File: config.mk
export PLATFORM = sky130hd
export DESIGN_NAME = hazard_ctrl
export DESIGN_NICKNAME = d
export VERILOG_FILES = /design/src/rtl/hazard_pkg.sv /design/src/rtl/muldiv_seq.sv /design/src/rtl/hazard_ctrl.sv
export SDC_FILE = /design/constraint.sdc
export NUM_CORES = 1
export LEC_CHECK = 0
export BUFFER_PORTS_ARGS = -buffer_cell sky130_fd_sc_hd__buf_2
export CAP_MARGIN = 40
export CORE_ASPECT_RATIO = 0.8
export CORE_MARGIN = 3
export CORE_UTILIZATION = 35
export DETAILED_ROUTE_END_ITERATION = 8
export PLACE_DENSITY = 0.75
export SLEW_MARGIN = 25
export SYNTH_ARGS = -nofsm -noshare
export SYNTH_HDL_FRONTEND = slang
export SYNTH_SLANG_ARGS = --single-unit
File: constraint.sdc
create_clock -name clk -period 6.7 [get_ports clk]
set_input_delay 1.675 -clock clk [delete_from_list [all_inputs] [get_ports clk]]
set_output_delay 1.675 -clock clk [all_outputs]
set_load 0.02 [all_outputs]
File: src/rtl/hazard_pkg.sv
// rtl/hazard_pkg.sv - forwarding select encodings, mult/div latency defaults, register match helper
package hazard_pkg;

  typedef enum logic [1:0] {
    FWD_NONE = 2'b00,
    FWD_WB   = 2'b01,
    FWD_MEM  = 2'b10
  } fwd_sel_e;

  localparam int MUL_LAT_DEF = 4;
  localparam int DIV_LAT_DEF = 32;
  localparam int CNT_W_DEF   = 6;

  // $0 is hardwired to zero, so it never creates a dependency
  function automatic logic reg_match(input logic [4:0] src, input logic [4:0] dst);
    return (src != 5'd0) && (src == dst);
  endfunction

endpackage

File: src/rtl/muldiv_seq.sv
// rtl/muldiv_seq.sv - mult/div occupancy counter; busy while HI/LO are pending, done on the write cycle
module muldiv_seq
  import hazard_pkg::*;
#(
  parameter int MUL_LAT = MUL_LAT_DEF,
  parameter int DIV_LAT = DIV_LAT_DEF,
  parameter int CNT_W   = CNT_W_DEF
) (
  input  logic clk,
  input  logic reset,
  input  logic start,
  input  logic is_div,
  output logic busy,
  output logic done
);

  logic [CNT_W-1:0] count_q, count_d;

  always_ff @(posedge clk) begin
    if (reset) count_q <= '0;
    else       count_q <= count_d;
  end

  // A start while already counting is dropped; decode stalls prevent it in practice
  always_comb begin
    count_d = count_q;
    if (count_q == '0) begin
      if (start) count_d = is_div ? CNT_W'(DIV_LAT) : CNT_W'(MUL_LAT);
    end else begin
      count_d = count_q - CNT_W'(1);
    end
  end

  // Masked during reset so an aborted operation never shows a done pulse
  always_comb begin
    busy = !reset && (count_q != '0);
    done = !reset && (count_q == CNT_W'(1));
  end

endmodule

File: src/rtl/hazard_ctrl.sv
// rtl/hazard_ctrl.sv - MIPS pipeline forwarding, stall/flush and mult/div sequencing
// Optional stall performance counters under `define HAZ_PERF_CNT_EN.
module hazard_ctrl
  import hazard_pkg::*;
#(
  parameter int MUL_LAT = MUL_LAT_DEF,
  parameter int DIV_LAT = DIV_LAT_DEF,
  parameter int CNT_W   = CNT_W_DEF
) (
  input  logic       clk,
  input  logic       reset,
  input  logic [4:0] rs_D,
  input  logic [4:0] rt_D,
  input  logic [4:0] rs_E,
  input  logic [4:0] rt_E,
  input  logic [4:0] write_reg_E,
  input  logic [4:0] write_reg_M,
  input  logic [4:0] write_reg_W,
  input  logic       reg_write_E,
  input  logic       reg_write_M,
  input  logic       reg_write_W,
  input  logic       mem_to_reg_E,
  input  logic       mem_to_reg_M,
  input  logic       branch_D,
  input  logic       muldiv_op_D,
  input  logic       hilo_read_D,
  input  logic       muldiv_start_E,
  input  logic       muldiv_is_div_E,
  output logic       forward_a_D,
  output logic       forward_b_D,
  output logic [1:0] forward_a_E,
  output logic [1:0] forward_b_E,
  output logic       stall_F,
  output logic       stall_D,
  output logic       flush_E,
`ifdef HAZ_PERF_CNT_EN
  output logic [31:0] stall_cycles,
  output logic [31:0] md_stall_cycles,
`endif
  output logic       muldiv_busy,
  output logic       muldiv_done
);

  logic lw_stall, br_stall, md_stall, any_stall;

  muldiv_seq #(.MUL_LAT(MUL_LAT), .DIV_LAT(DIV_LAT), .CNT_W(CNT_W)) u_seq (
    .clk    (clk),
    .reset  (reset),
    .start  (muldiv_start_E),
    .is_div (muldiv_is_div_E),
    .busy   (muldiv_busy),
    .done   (muldiv_done)
  );

  // M is the younger producer, so it wins over W
  always_comb begin
    forward_a_E = FWD_NONE;
    forward_b_E = FWD_NONE;
    if (reg_write_M && reg_match(rs_E, write_reg_M))      forward_a_E = FWD_MEM;
    else if (reg_write_W && reg_match(rs_E, write_reg_W)) forward_a_E = FWD_WB;
    if (reg_write_M && reg_match(rt_E, write_reg_M))      forward_b_E = FWD_MEM;
    else if (reg_write_W && reg_match(rt_E, write_reg_W)) forward_b_E = FWD_WB;
    forward_a_D = reg_write_M && reg_match(rs_D, write_reg_M);
    forward_b_D = reg_write_M && reg_match(rt_D, write_reg_M);
    if (reset) begin
      forward_a_E = FWD_NONE;
      forward_b_E = FWD_NONE;
      forward_a_D = 1'b0;
      forward_b_D = 1'b0;
    end
  end

  always_comb begin
    lw_stall  = mem_to_reg_E && (reg_match(rs_D, write_reg_E) || reg_match(rt_D, write_reg_E));
    br_stall  = branch_D &&
                ((reg_write_E && (reg_match(rs_D, write_reg_E) || reg_match(rt_D, write_reg_E))) ||
                 (mem_to_reg_M && (reg_match(rs_D, write_reg_M) || reg_match(rt_D, write_reg_M))));
    md_stall  = (muldiv_op_D || hilo_read_D) && (muldiv_busy || muldiv_start_E) && !reset;
    any_stall = (lw_stall || br_stall || md_stall) && !reset;
    stall_F   = any_stall;
    stall_D   = any_stall;
    flush_E   = any_stall || reset;
  end

`ifdef HAZ_PERF_CNT_EN
  logic [31:0] stall_cycles_q, stall_cycles_d;
  logic [31:0] md_stall_cycles_q, md_stall_cycles_d;

  always_ff @(posedge clk) begin
    if (reset) begin
      stall_cycles_q    <= '0;
      md_stall_cycles_q <= '0;
    end else begin
      stall_cycles_q    <= stall_cycles_d;
      md_stall_cycles_q <= md_stall_cycles_d;
    end
  end

  always_comb begin
    stall_cycles_d    = stall_cycles_q;
    md_stall_cycles_d = md_stall_cycles_q;
    if (any_stall && (stall_cycles_q != 32'hFFFF_FFFF))   stall_cycles_d    = stall_cycles_q + 32'd1;
    if (md_stall && (md_stall_cycles_q != 32'hFFFF_FFFF)) md_stall_cycles_d = md_stall_cycles_q + 32'd1;
    stall_cycles    = stall_cycles_q;
    md_stall_cycles = md_stall_cycles_q;
  end
`endif

endmodule

## Word-level counts from Yosys, hierarchy flattened

Cells that the tools add are included.

| storage, ports and cells | value |
|---|---|
| logic and storage cells | 61 |
| register bits | 6 |

| operators by class | value |
|---|---|
| equality and inequality tests | 10 |
| muxes and demuxes | 11 |
| add/subtract/negate cells | 1 |
| reductions and logical operators | 38 |

Operator list:

| operator | number |
|---|---|
| $eq A5 B5 Y1 | 8 |
| $logic_and A1 B1 Y1 | 23 |
| $reduce_bool A5 Y1 | 4 |
| $mux W6 | 3 |
| $logic_or A1 B1 Y1 | 8 |
| $mux W2 | 4 |
| $eq A6 B1 Y1 const B | 1 |
| $logic_not A6 Y1 | 1 |
| $reduce_bool A6 Y1 | 1 |
| $sub A6 B1 Y6 const B | 1 |
| $mux W1 | 4 |
| $ne A2 B2 Y1 const B | 1 |
| $logic_not A1 Y1 | 1 |

## Longest topological paths before layout

| logic depth | value |
|---|---|
| depth in word-level cells | 10 |
| gate-level depth with buffers | 7 |
| mapped depth without buffers | 6 |

## By module

From an unflattened synthesis, not the netlist that was laid out.

| second synthesis, totals | value |
|---|---|
| cell total of the unflattened synthesis | 120 |
| area total of the unflattened synthesis | 950.9 sq um |

Modules (own cells, without submodules):

| module | sequential area each (sq um) | times used | area each (sq um) | cells an instance |
|---|---|---|---|---|
| hazard_ctrl | 0.0 | 1 | 613.1 | 83 |
| muldiv_seq | 120.1 | 1 | 337.8 | 37 |

## Worst setup path before layout

OpenSTA, ideal clock, no wires.

| timing | value |
|---|---|
| path type | input to output |
| from | input port write_reg_M[4] |
| to | output port stall_F |
| buffers on the path | 2 |
| stages | 7 |
| required time | 5025 ps |
| data arrival time | 3162 ps |
| slack | 1863 ps |
| cell sequence | clkbuf_1 > xnor2_1 > nand3_1 > nor4_1 > o211ai_2 > a31oi_1 > buf_4 |

| between the ends | value |
|---|---|
| word-level cells in the longest chain between the ends | 9 |
| elaborated cells between the ends (all ways) | 11 |

RTL lines:

| element | RTL line | RTL |
|---|---|---|
| from (decl) | hazard_ctrl.sv:17 | `input logic [4:0] write_reg_M,` |
| $eq A5 B5 Y1 | hazard_pkg.sv:16 | `return (src != 5'd0) && (src == dst);` |
| $logic_and A1 B1 Y1 | hazard_pkg.sv:16 |  |
| $logic_or A1 B1 Y1 (*) | hazard_ctrl.sv:77 | `(mem_to_reg_M && (reg_match(rs_D, write_reg_M) \|\| reg_match(rt_D, write_reg_M))));` |
| $logic_and A1 B1 Y1 (*) | hazard_ctrl.sv:77 |  |
| $logic_or A1 B1 Y1 (*) | hazard_ctrl.sv:76 | `((reg_write_E && (reg_match(rs_D, write_reg_E) \|\| reg_match(rt_D, write_reg_E))) \|\|` |
| $logic_and A1 B1 Y1 (*) | hazard_ctrl.sv:75 | `br_stall = branch_D &&` |
| $logic_or A1 B1 Y1 (*) (2 in series) | hazard_ctrl.sv:79 | `any_stall = (lw_stall \|\| br_stall \|\| md_stall) && !reset;` |
| $logic_and A1 B1 Y1 (*) | hazard_ctrl.sv:79 |  |
| to (decl) | hazard_ctrl.sv:33 | `output logic stall_F,` |

Every way passes the cells marked *; elsewhere a longest branch is shown, timed or not.

## Worst setup path in the final report

| timing | value |
|---|---|
| from | input port rs_D[1] |
| to | output port stall_F |

| between the ends | value |
|---|---|
| word-level cells in the longest chain between the ends | 9 |
| elaborated cells between the ends (all ways) | 15 |

RTL lines:

| element | RTL line | RTL |
|---|---|---|
| from (decl) | hazard_ctrl.sv:12 | `input logic [4:0] rs_D,` |
| $eq A5 B5 Y1 / $reduce_bool A5 Y1 (equally long branches) | hazard_pkg.sv:16 |  |
| $logic_and A1 B1 Y1 | hazard_pkg.sv:16 |  |
| $logic_or A1 B1 Y1, on equally long branches | hazard_ctrl.sv:74, hazard_ctrl.sv:76, hazard_ctrl.sv:77 |  |
| $logic_and A1 B1 Y1, on equally long branches | hazard_ctrl.sv:76, hazard_ctrl.sv:77 |  |
| $logic_or A1 B1 Y1 | hazard_ctrl.sv:76 |  |
| $logic_and A1 B1 Y1 | hazard_ctrl.sv:75 |  |
| $logic_or A1 B1 Y1 (*) (2 in series) | hazard_ctrl.sv:79 |  |
| $logic_and A1 B1 Y1 (*) | hazard_ctrl.sv:79 |  |

Marked as above.

==> PnR_summary.wiki <==
{| class="wikitable"
! Metric !! Value
|-
| Result of the run || completed
|-
| Final clock skew || 0.00311 ns
|-
| Die Height || 53.3 um
|-
| Leading post-synthesis cells by cell area || sky130_fd_sc_hd__xnor2_1 (26%), sky130_fd_sc_hd__xor2_1 (13%), sky130_fd_sc_hd__dfxtp_1 (12%), sky130_fd_sc_hd__ha_1 (3.8%), sky130_fd_sc_hd__nor2_1 (3.8%)
|-
| Category of the worst setup path capture point || primary output
|-
| Max-cap check violation count || 0
|-
| CTS H-Tree Depth || 1
|-
| First-pass iteration count of the detailed router || 2
|-
| Power Dens Cells || 201 mW/mm2
|-
| CTS max path bufs || 2
|-
| Total number of nets in the final design || 231
|-
| Worst Tran Pin Value || 0.406 ns
|-
| Number of vias after detailed routing || 1045
|-
| Arrival time at the worst endpoint || 2.99 ns
|-
| Rel. slew slack || 0.727
|-
| Final worst path period need || 4.67 ns
|-
| Vias in the first global route || 1012
|-
| Required arrival time at the worst endpoint || 5.03 ns
|-
| CP max stage cell || sky130_fd_sc_hd__or4_4
|-
| Antenna Cells || 0
|-
| Residual DRC || 0
|-
| Largest stage delay, worst path || 0.55 ns
|-
| Clock tree from TritonCTS || yes
|-
| Layout area overhead || 34.5%
|-
| Mean Syn Cell Area || 8.03 um2
|-
| IO Port Bufs || 57
|-
| Worst Hold Class || flop to flop
|-
| Vias per inst || 4.86
|-
| Total global routing overflow || 0
|-
| Crit Path Category || input port to primary output
|-
| Gate count after technology mapping || 122
|-
| Post-Syn Nets || 172
|-
| Number of DRC markers after the initial detailed-route iteration || 19
|-
| Count of warnings emitted by yosys || 0
|-
| Number of flip-flops in the largest register || 6
|-
| Cell Count, Final, Fillers Out || 215
|-
| Cts-stage hold buffer count || 0
|-
| ANT nets after route || 0
|-
| Type of element launching the critical path || input port
|-
| Root Buffer Master || sky130_fd_sc_hd__clkbuf_4
|-
| Die Area || 0.00347 mm2
|-
| Die X-Extent || 65.2 um
|-
| Hold slack || 0.562 ns
|-
| R2R Path Start || u_seq.count_q[0]
|-
| Top fanout value on the critical path || 3
|-
| Post-synthesis register bit count || 6
|-
| Synth cell types || 31
|-
| Worst IR Drop VDD || 0.0000857 V
|-
| Number of setup buffers added after CTS || 0
|-
| Final setup vio count || 0
|-
| Source-to-sink clock delay at the later pin of the worst-skew pair || 0.24 ns
|-
| Worst path cell trace || buf_2 > or4_4 > nor2_4 > nor4_2 > o211ai_2 > a31oi_1 > buf_2
|-
| Critical hold path startpoint || u_seq.count_q[1]
|-
| Worst-path clk slew || 0.04 ns
|-
| Core area || 0.00256 mm2
|-
| Top cell type by total area after synthesis || sky130_fd_sc_hd__xnor2_1
|-
| Placer Congestion || 0.819
|-
| Starting density of the core || 0.382
|-
| Cell area after synthesis || 980 um2
|-
| Largest registers ranked by flip-flop count || u_seq.count_q x6
|-
| Start point of the critical path || rs_D[1]
|-
| Sinks on the clock net || 6
|-
| PostCTS Resize Cnt || 0
|-
| Ratio of final minimum period to clock period || 0.696
|-
| Routed WL || 2.62 mm
|-
| Total negative setup slack || 0 ns
|-
| Wire length of the first global-routing pass || 4.33 mm
|-
| Number of buffers created by CTS || 3
|-
| Final-report max-slew violation count || 0
|-
| Combined global-route utilization of all metal layers || 0.154
|-
| Antenna violations before repair || 0
|-
| Cell repeated most along the worst path || sky130_fd_sc_hd__buf_2
|-
| CP bufs+invs || 2
|-
| Placed Cells || 212
|-
| Portion of the post-synthesis area used by sequential elements || 0.123
|-
| Cell area after placement || 0.00129 mm2
|-
| Final count of hold timing violations || 0
|-
| Number of rows in the core area || 16
|-
| Cell family contributing the most delay on the critical path || simple AND/OR/NAND/NOR gates
|-
| Register with the most flip-flops || u_seq.count_q
|-
| Number of top-level design ports || 58
|-
| Layout cell share with drive strength beyond 1 || 0.402
|-
| Detail Placement HPWL || 2.35 mm
|-
| Largest net degree at the start of global routing || 16
|-
| Post-route cell area || 0.00132 mm2
|-
| Setup repair after global routing missed its margin || false
|-
| Area share of the leading cell type in the synthesized netlist || 0.259
|-
| Maximum frequency from static timing analysis || 214 MHz
|-
| Leak || 0.573 nW
|-
| Avg WL per Cell || 12.2 um
|}
cells in the final DEF, fill, tap and decap left out:
cell type,instances
sky130_fd_sc_hd__nor2_1,10
sky130_fd_sc_hd__xnor2_1,29
sky130_fd_sc_hd__xor2_1,14
sky130_fd_sc_hd__nor2b_1,3
sky130_fd_sc_hd__and3b_2,1
sky130_fd_sc_hd__or4_1,1
sky130_fd_sc_hd__a31oi_1,2
sky130_fd_sc_hd__nor4_1,5
sky130_fd_sc_hd__o211ai_2,1
sky130_fd_sc_hd__o21ai_1,1
sky130_fd_sc_hd__o21ai_0,3
sky130_fd_sc_hd__nor3_1,5
sky130_fd_sc_hd__and3b_1,2
sky130_fd_sc_hd__clkbuf_4,3
sky130_fd_sc_hd__nor2_4,3
sky130_fd_sc_hd__nor3_2,1
sky130_fd_sc_hd__or4_4,3
sky130_fd_sc_hd__inv_1,3
sky130_fd_sc_hd__nor4_2,3
sky130_fd_sc_hd__and3_1,1
sky130_fd_sc_hd__a21o_1,1
sky130_fd_sc_hd__dfxtp_1,6
sky130_fd_sc_hd__nand4b_1,1
sky130_fd_sc_hd__buf_2,57
sky130_fd_sc_hd__ha_1,3
sky130_fd_sc_hd__a21oi_1,3
sky130_fd_sc_hd__nand2_1,4
sky130_fd_sc_hd__nand3_1,4
sky130_fd_sc_hd__nand3b_1,1
sky130_fd_sc_hd__nand4_1,4
sky130_fd_sc_hd__o22ai_1,1
report_power, final:
| group | switching, W | internal, W |
|---|---|---|
| sequential | 0.0000162 | 0.0000497 |
| clock | 0.0000125 | 0.0000202 |
| combinational | 0.0000918 | 0.0000748 |
through the flow:
stage / util / power (W) / setup slack (ns)
after floorplan: - / 0.000182 / 1.86
after global placement: 0.505 / 0.000230 / 2.03
after detailed placement: 0.505 / 0.000233 / 2.02
after CTS: 0.514 / 0.000269 / 2.02
after global routing: 0.514 / 0.000298 / 1.91
final: 0.514 / 0.000265 / 2.03
worst min-delay path: cells and delay by family, from the launching register on:
kind | cells | cell delay, ns
AO/OA/AOI/OAI | 1 | 0.14
flip-flops | 1 | 0.34
AND/OR/NAND/NOR | 1 | 0.04
layout make-up:
cell class	count	area, um2
well taps	36	45.0
inverters	3	11.3
multi-input cells	110	833
repair buffers	57	285
fillers	280	1240
flip-flops and latches	6	120
clock buffers	3	22.5
kinds of logic (layout without fill, tap and decap cells):
logic type,count (synthesis),in the layout,share of synthesized area
adder cells (fa/ha/maj),3,3,0.0383
XOR/XNOR,43,43,0.384
buffers and inverters,6,63,0.0268
AND/OR/NAND/NOR,52,52,0.352
AO/OA/AOI/OAI,12,12,0.0753
flip-flops,6,6,0.123
final timing paths:
path / slack (ns) / cells after the start / to
max: 2.03 / 7 / stall_F
min: 0.56 / 2 / u_seq.count_q[1]
max reg2reg: 5.38 / 5 / u_seq.count_q[1]
min reg2reg: 0.56 / 2 / u_seq.count_q[1]
layer usage:
metal	global-route usage	vias to the layer above	wire length [um]
met2	0.265	29	1210
met4	0.0172	0	0
met3	0.0318	0	141
li1	-	548	-
met1	0.204	468	1270
met5	0	-	0
synth_stat cells:
cell type	n
sky130_fd_sc_hd__or4_1	1
sky130_fd_sc_hd__and3_1	1
sky130_fd_sc_hd__clkbuf_1	2
sky130_fd_sc_hd__o211ai_2	1
sky130_fd_sc_hd__nor4_1	5
sky130_fd_sc_hd__nand4_1	4
sky130_fd_sc_hd__o22ai_1	1
sky130_fd_sc_hd__a21o_1	1
sky130_fd_sc_hd__xnor2_1	29
sky130_fd_sc_hd__nand4b_1	1
sky130_fd_sc_hd__o21ai_1	1
sky130_fd_sc_hd__nand3_1	4
sky130_fd_sc_hd__nor2_4	3
sky130_fd_sc_hd__a31oi_1	2
sky130_fd_sc_hd__buf_4	1
sky130_fd_sc_hd__nand3b_1	1
sky130_fd_sc_hd__ha_1	3
sky130_fd_sc_hd__o21ai_0	3
sky130_fd_sc_hd__and3b_1	2
sky130_fd_sc_hd__nand2_1	4
sky130_fd_sc_hd__nor2b_1	3
sky130_fd_sc_hd__nor3_2	1
sky130_fd_sc_hd__or4_4	3
sky130_fd_sc_hd__a21oi_1	3
sky130_fd_sc_hd__dfxtp_1	6
sky130_fd_sc_hd__nor2_1	10
sky130_fd_sc_hd__xor2_1	14
sky130_fd_sc_hd__nor3_1	5
sky130_fd_sc_hd__nor4_2	3
sky130_fd_sc_hd__and3b_2	1
sky130_fd_sc_hd__inv_1	3
Note: power is estimated with default switching activity, not from simulation.
